File: src/rtl/dg0045_rom_responder.sv
// DG0045 program-memory responder: reassembles the 2x5-bit multiplexed PC, returns the
// instruction byte from host-loaded RAM. Optional parity: define DG0045_ROM_PARITY_EN.
module dg0045_rom_responder #(
  parameter int DEPTH = 256,
  parameter int AW    = 10
) (
  input  logic       clk,
  input  logic       rst_n,
  input  logic       ena,
  input  logic [4:0] pc_hl,
  input  logic       pc_mux,
  output logic [7:0] rom_data,
  output logic       rom_valid,
  output logic       addr_err,
  output logic       par_err,
  input  logic       ld_valid,
  output logic       ld_ready,
  input  logic [9:0] ld_addr,
  input  logic [7:0] ld_data
);

  localparam int IW = $clog2(DEPTH);
  localparam logic [AW:0] DEPTH_L = (AW+1)'(DEPTH);
`ifdef DG0045_ROM_PARITY_EN
  localparam int DW = 9;
`else
  localparam int DW = 8;
`endif

  typedef enum logic [1:0] {IDLE, GOT_LO, LOOKUP, DRIVE} state_t;

  state_t          state, state_nx;
  logic            cap_lo, cap_hi, do_rd, do_drv, clr_vld;
  logic            fresh;
  logic [4:0]      lo, hi;
  logic [AW-1:0]   fetch_addr;
  logic            rd_in, rd_oor, wr_go, wr_in, par_bad;
  logic [IW-1:0]   rd_idx, wr_idx;
  logic [DW-1:0]   wr_word, rd_word;
  logic [DW-1:0]   mem [DEPTH];

  assign fetch_addr = {hi, lo};
  assign rd_in      = {1'b0, fetch_addr} < DEPTH_L;
  assign wr_in      = {1'b0, ld_addr} < DEPTH_L;
  assign rd_idx     = rd_in ? fetch_addr[IW-1:0] : '0;
  assign wr_idx     = wr_in ? ld_addr[IW-1:0] : '0;
  assign wr_go      = ena & ld_valid & ld_ready;

  always_ff @(posedge clk or negedge rst_n) begin
    if (!rst_n) state <= IDLE;
    else if (ena) state <= state_nx;
  end

  // A new low half always restarts the fetch, even before the previous word is shown.
  always_comb begin
    state_nx = state;
    cap_lo   = 1'b0;
    cap_hi   = 1'b0;
    do_rd    = 1'b0;
    do_drv   = 1'b0;
    clr_vld  = 1'b0;
    ld_ready = (state != LOOKUP);
    case (state)
      IDLE, DRIVE: begin
        if (!pc_mux) begin
          cap_lo   = 1'b1;
          clr_vld  = 1'b1;
          state_nx = GOT_LO;
        end else if (state == DRIVE && fresh) begin
          do_drv = 1'b1;
        end
      end
      GOT_LO: begin
        if (pc_mux) begin
          cap_hi   = 1'b1;
          state_nx = LOOKUP;
        end else begin
          cap_lo = 1'b1;
        end
      end
      LOOKUP: begin
        do_rd    = 1'b1;
        state_nx = DRIVE;
      end
      default: state_nx = IDLE;
    endcase
  end

`ifdef DG0045_ROM_PARITY_EN
  assign wr_word = {^ld_data, ld_data};
  assign par_bad = ^rd_word;
`else
  assign wr_word = ld_data;
  assign par_bad = 1'b0;
`endif

  // Program RAM is deliberately not reset; one shared port, read only in LOOKUP.
  always_ff @(posedge clk) begin
    if (wr_go && wr_in) mem[wr_idx] <= wr_word;
    if (ena && do_rd) rd_word <= mem[rd_idx];
  end

  always_ff @(posedge clk or negedge rst_n) begin
    if (!rst_n) begin
      fresh     <= 1'b0;
      lo        <= '0;
      hi        <= '0;
      rd_oor    <= 1'b0;
      rom_data  <= 8'h00;
      rom_valid <= 1'b0;
      addr_err  <= 1'b0;
    end else if (ena) begin
      fresh    <= do_rd;
      addr_err <= (do_drv & rd_oor) | (wr_go & ~wr_in);
      if (cap_lo) lo <= pc_hl;
      if (cap_hi) hi <= pc_hl;
      if (do_rd) rd_oor <= ~rd_in;
      if (clr_vld) begin
        rom_valid <= 1'b0;
      end else if (do_drv) begin
        rom_valid <= 1'b1;
        rom_data  <= (rd_oor || par_bad) ? 8'h00 : rd_word[7:0];
      end
    end
  end

`ifdef DG0045_ROM_PARITY_EN
  always_ff @(posedge clk or negedge rst_n) begin
    if (!rst_n) par_err <= 1'b0;
    else if (ena) par_err <= do_drv & ~rd_oor & par_bad;
  end
`else
  assign par_err = 1'b0;
`endif

endmodule

File: config.mk
export PLATFORM = sky130hd
export DESIGN_NAME = dg0045_rom_responder
export DESIGN_NICKNAME = d
export VERILOG_FILES = /design/src/rtl/dg0045_rom_responder.sv
export SDC_FILE = /design/constraint.sdc
export NUM_CORES = 2
export LEC_CHECK = 0
export CORE_MARGIN = 3
export CORE_UTILIZATION = 50
export DETAILED_ROUTE_END_ITERATION = 6
export PLACE_DENSITY = 0.65
export SYNTH_ARGS = -nofsm -noshare
export SYNTH_HDL_FRONTEND = slang
export SYNTH_SLANG_ARGS = --single-unit
File: constraint.sdc
create_clock -name clk -period 6 [get_ports clk]
set_input_delay 1.2 -clock clk [delete_from_list [all_inputs] [get_ports clk]]
set_output_delay 1.2 -clock clk [all_outputs]
set_load 0.05 [all_outputs]
# Word-level counts from Yosys, hierarchy flattened
# Memories as Yosys holds them, arrays and structs flattened. A register that Yosys moved wholly into a read port is not among the register bits.
# Index checks and enable logic that the tools add are counted.
word_totals:
  register_bits: 24
  n_memories: 1
  ramBits: 2048
  elab_cells: 57
  latchBits: 0
  out_inout_bits: 12
  mem_bits_ro: 0
  inputBits: 28
op_classes:
  addsub: 0
  bitwise: 8
  mul: 0
  shift: 0
  reduce_logical: 13
  n_lt_le_gt_ge: 2
  muxes: 19
  n_eq_ne: 6
  div_mod_pow: 0
mem_list:
  columns: ["memory", "words", "word_bits", "read_ports", "rd_clocked_by_memory_dff", "write_ports", "line", "source"]
  rows:
  - ["mem", 256, 8, 1, 1, 1, "40", "logic [DW-1:0] mem [DEPTH];"]
op_table:
  columns: ["cell", "count"]
  rows:
  - ["2-to-1 mux 8 bit", 3]
  - ["< comparator 10 x 9 -> 1 bit, second input constant", 2]
  - ["2-to-1 mux 1 bit", 13]
  - ["AND reduction 2 bit", 4]
  - ["!= test 2 bit, second input constant", 3]
  - ["case mux 2 bit (3 select lines)", 1]
  - ["AND reduction 3 bit", 2]
  - ["AND 1 bit", 4]
  - ["equality test 2 bit, second input constant", 2]
  - ["2-to-1 mux 2 bit", 2]
  - ["logical AND 1 bit", 3]
  - ["NOT 1 bit", 3]
  - ["OR reduction 3 bit", 1]
  - ["equality test 2 x 1 -> 1 bit, second input constant", 1]
  - ["logical NOT 2 bit", 1]
  - ["nonzero test 2 bit", 1]
  - ["OR reduction 2 bit", 1]
  - ["OR 1 bit", 1]

# Longest topological paths before layout
logic_depth:
  word_depth: 7
  depth_mapped: 12
  mapped_depth_nobuf: 7

# Worst setup path before layout
# No wires, ideal clock.
synth_timing:
  path_kind: "input to register"
  start: "input ld_addr[9]"
  end: "memory mem[110][0] (enable)"
  required_time_ns: 5.630
  setup_ns: 0.370
  slack_ns: 2.397
  path_buffers: 2
  cell_stages: 7
  arrival_time_ns: 3.233
  cell_sequence: "or2_2 clkbuf_1 nor3b_1 nand3_1 or2_2 buf_2 nor2_1"
synth_via:
  elab_chain_cells: 4
  elab_cells_between_ends: 5
  classes_between: "order compare (1); mux (3); reduce/logical (1)"
synth_lines:
  columns: ["item", "line", "source"]
  rows:
  - ["from (decl)", "18", "input logic [9:0] ld_addr,"]
  - ["< comparator 10 x 9 -> 1 bit (*)", "44", "assign wr_in = {1'b0, ld_addr} < DEPTH_L;"]
  - ["logical AND 1 bit", "99", "if (wr_go && wr_in) mem[wr_idx] <= wr_word;"]
  - ["2-to-1 mux 1 bit", "99", null]
  - ["2-to-1 mux 1 bit (implied by the code)", "99", null]
  - ["to (decl)", "40", null]
# Every way passes the cells marked *; elsewhere a longest branch is shown, timed or not.

# Worst setup path in the final report
layout_timing:
  start: "register hi[4]"
  end: "register rd_word[1], read port of mem (data pin)"
layout_via:
  elab_chain_cells: 2
layout_lines:
  columns: ["item", "line", "source"]
  rows:
  - ["from (decl)", "35", "logic [4:0] lo, hi;"]
  - ["from (signal assigned)", "116", "if (cap_hi) hi <= pc_hl;"]
  - ["< comparator 10 x 9 -> 1 bit", "43", "assign rd_in = {1'b0, fetch_addr} < DEPTH_L;"]
  - ["2-to-1 mux 8 bit", "45", "assign rd_idx = rd_in ? fetch_addr[IW-1:0] : '0;"]
  - ["to (decl)", "39", "logic [DW-1:0] wr_word, rd_word;"]
# No other way between the ends.
# A chain may end at the register's enable or synchronous reset.

==> summary.md <==
| Metric | Value |
|---|---|
| Mapped Area | `0.0833 mm^2` |
| Total power | `38300 uW` |
| Critical-path maximum fanout | `50` |
| Failing checks | `DRC` |
| Synth Net Count | `5316` |
| Final period util | `0.783` |
| P_leak | `0.0297 uW` |
| Synth top area share | `0.741` |
| Largest net degree at the start of global routing | `160` |
| Worst IR drop on VDD | `390 uV` |
| Syn avg cell area | `15.8 um^2` |
| Max-cap violations | `0` |
| Chip Height | `414 um` |
| Vias in the first global route | `47300` |
| Share of cells above drive strength 1 | `0.110` |
| Placer Congestion | `0.877` |
| Post-CTS Hold Fix Bufs | `0` |
| Via count | `48900` |
| Fin util | `0.561` |
| Worst path cell trace | `buf_4 > or3b_4 > o22ai_1 > a22oi_1 > o21ai_0 > a211oi_1 > nor4b_1 > buf_4 > nor4_2` |
| M1 WL | `93.5 mm` |
| Detailed Routing Iterations Pass 1 | `7` |
| Worst path required time | `6560 ps` |
| Core Area | `0.165 mm^2` |
| Clk_skew | `48.4 ps` |
| Clock buffer depth | `3` |
| Grt ovf | `0` |
| Starting Density | `0.504` |
| Count of pins over their slew limit | `0` |
| Finish-stage setup viols | `0` |
| Max Clk Rate | `213 MHz` |
| Fraction of registers with async set/reset | `0.0115` |
| P per Cell Area | `413 mW/mm^2` |
| Setup CP Type | `flop to flop` |
| Synth Register Bits | `2080` |
| Setup TNS | `0 ps` |
| Tmin final | `4700 ps` |
| Status | `finished, violations left` |
| Reg clk slew, reported paths | `60 ps` |
| Htree depth | `4` |
| Metal3 WL | `22.9 mm` |
| Sequential share of the synthesized area | `0.748` |
| Worst Hold Class | `primary input to asynchronous set/reset pin` |
| GRT Overall Usage | `0.269` |
| Footprint of the multi-input gates | `0.0192 mm^2` |
| YS warnings | `0` |
| Antenna-violating nets left | `0` |
| CTS tree | `done` |
| Met2 Wirelength | `107 mm` |
| FF/Latch Area | `0.0624 mm^2` |
| Worst-Skew Late Latency | `830 ps` |
| Synthesis-to-finish area growth | `11.3%` |
| DR vias/cell | `6.37` |
| RSZ-0062 raised after global routing | `false` |
| Leading area contributor after synthesis | `edfxtp_1` |
| CP Capture Type | `flop` |
| Crit-path slowest cell | `or3b_4` |
| Top sig layer | `met5` |
| Dpl hpwl | `140 mm` |
| Postcts setup bufs | `0` |
| Filler instances | `12700` |
| Post-synth EDFFs | `2056` |
| DR DRC count | `2` |
| Synth Flop Type | `edfxtp_1` |
| Hold Fails Final Rpt | `0` |
| Worst-margin pin slew | `1320 ps` |
| Die area | `0.172 mm^2` |
| Crit path top cell by count | `buf_4` |
| Number of I/O port buffers | `38` |
| CTS root buffer | `clkbuf_16` |
| Die W | `414 um` |
| Routed WL | `235 mm` |
| Initial DRC Count | `6336` |
| Initial antenna violation count | `11` |
| Crit path arrival time | `5260 ps` |
| Post-synthesis cell count | `5284` |
| Crit-path max cell delay | `840 ps` |
| Post-synthesis cell type count | `83` |
| Core Rows | `149` |
| First-pass GRT wire length | `337 mm` |
| Crit start category | `flop` |
| Top post-synthesis cells by area | `edfxtp_1 74%, mux2i_1 6.4%, nand2_1 1.8%, a21oi_1 1.7%, nor2_1 1.5%` |
| Post_cts resized | `0` |
| CTS Sinks | `2080` |
| WL/cell | `30.6 um` |
| Ports | `40` |
| Fin cells | `7664` |
| Placed Cells | `7276` |
| Cts bufs inserted | `204` |
| Nets | `5325` |
| Slew HR | `0.108` |
==> cell type report <==
class	count	share of cell area
Sequential cell	2080	0.672
Multi-Input combinational cell	2811	0.207
Clock buffer	255	0.0587
Tap cell	2189	0.0295
Timing Repair Buffer	177	0.0186
Clock inverter	123	0.0130
Inverter	19	0.000823
Antenna cell	10	0.000270
==> stage by stage <==
step	instance area (um^2)	hold slack, ps	setup slack, ps
after detailed placement	86100	488	1370
after CTS	92700	391	1480
after global placement	86100	476	1390
final	92700	458	1300
after global routing	92700	440	1080
after floorplan	83300	473	2400
==> where the power goes <==
group | internal [uW] | switching (uW) | leakage [uW]
clock network | 7330 | 5410 | 0.00325
registers | 16100 | 261 | 0.0188
logic | 2870 | 6370 | 0.00767
==> routing by layer <==
metal	up-vias	global-route usage
li1	20800	-
met4	4	0.123
met3	501	0.0516
met5	-	0
met2	2751	0.410
met1	24800	0.377
==> path summary, 6_finish.rpt <==
kind / start / to / slack (ps) / cells past startpoint
worst max-delay path: hi[4] / rd_word[1] / 1300 / 9
worst min-delay path: rst_n / rom_valid / 460 / 1
worst max register to register: hi[4] / rd_word[1] / 1300 / 9
worst min register to register: rom_data[5] / rom_data[5] / 490 / 2
max in group asynchronous: rst_n / lo[0] / 4970 / 1
min in group clk: rom_data[5] / rom_data[5] / 490 / 2
==> registers in the layout, indices dropped and copies added (netlist names) <==
| register | cells |
|---|---|
| state | 2 |
| rom_valid | 1 |
| addr_err | 1 |
| rd_oor | 1 |
| mem | 2048 |
| rd_word | 8 |
| lo | 5 |
| fresh | 1 |
| rom_data | 8 |
| hi | 5 |
==> critical path: cells and delay by family, from the launching register on <==
kind,cells,cell delay [ps]
AND/OR/NAND/NOR,3,1530
AO/OA/AOI/OAI,4,1710
buffers and inverters,2,550
flip-flops,1,620
==> cell families after synthesis <==
kind of cell,Yosys count,synth area share
compound gates,1112,0.0888
fa+ha+maj,4,0.000601
buf+inv,393,0.0229
flops,2080,0.748
mux,649,0.0824
other cells,1,0.0000450
simple gates,1045,0.0571
==> cell usage in the layout, fill, tap and decap left out, drive strengths merged, types with 24 or more instances in the layout <==
cell | synthesis | routed
a211o | 30 | 30
clkbuf | 124 | 255
buf | 250 | 148
and2 | 24 | 24
a221oi | 52 | 52
o21ai | 160 | 160
nor3 | 30 | 30
o221ai | 35 | 35
a211oi | 101 | 101
a21oi | 293 | 293
inv | 18 | 28
mux2 | 97 | 97
a221o | 41 | 41
nand2 | 393 | 393
o211ai | 32 | 32
clkdlybuf4s50 | 0 | 29
nor2 | 337 | 337
clkinv | 1 | 86
mux2i | 532 | 532
a31oi | 48 | 48
edfxtp | 2056 | 2056
nand3 | 86 | 86
o22ai | 117 | 117
nor2b | 36 | 36
dfrtp | 24 | 24
a22oi | 109 | 109
==> synthesized netlist by cell type, types with 11 or more instances <==
master        n
buf_1        21
a22oi_1     109
nor4_1       18
or2_2        11
a2bb2oi_1    11
o22ai_1     117
and3_1       18
a221oi_1     51
a211oi_1    101
a311oi_1     13
a31oi_1      48
a21oi_1     291
nand3_1      86
nor3b_1      12
o21ai_1      22
a221o_1      41
inv_1        18
clkbuf_1    123
buf_4        42
o21ai_0     138
o221ai_1     35
edfxtp_1   2056
nor2_1      332
nor3_1       30
mux4_2       20
nor2b_1      36
mux2i_1     532
buf_2       180
mux2_2       91
o211ai_1     32
nand2_1     392
a211o_1      30
or3_1        14
and2_1       24
dfrtp_1      24
nand2b_1     17
(Power assumes the default switching activity.)
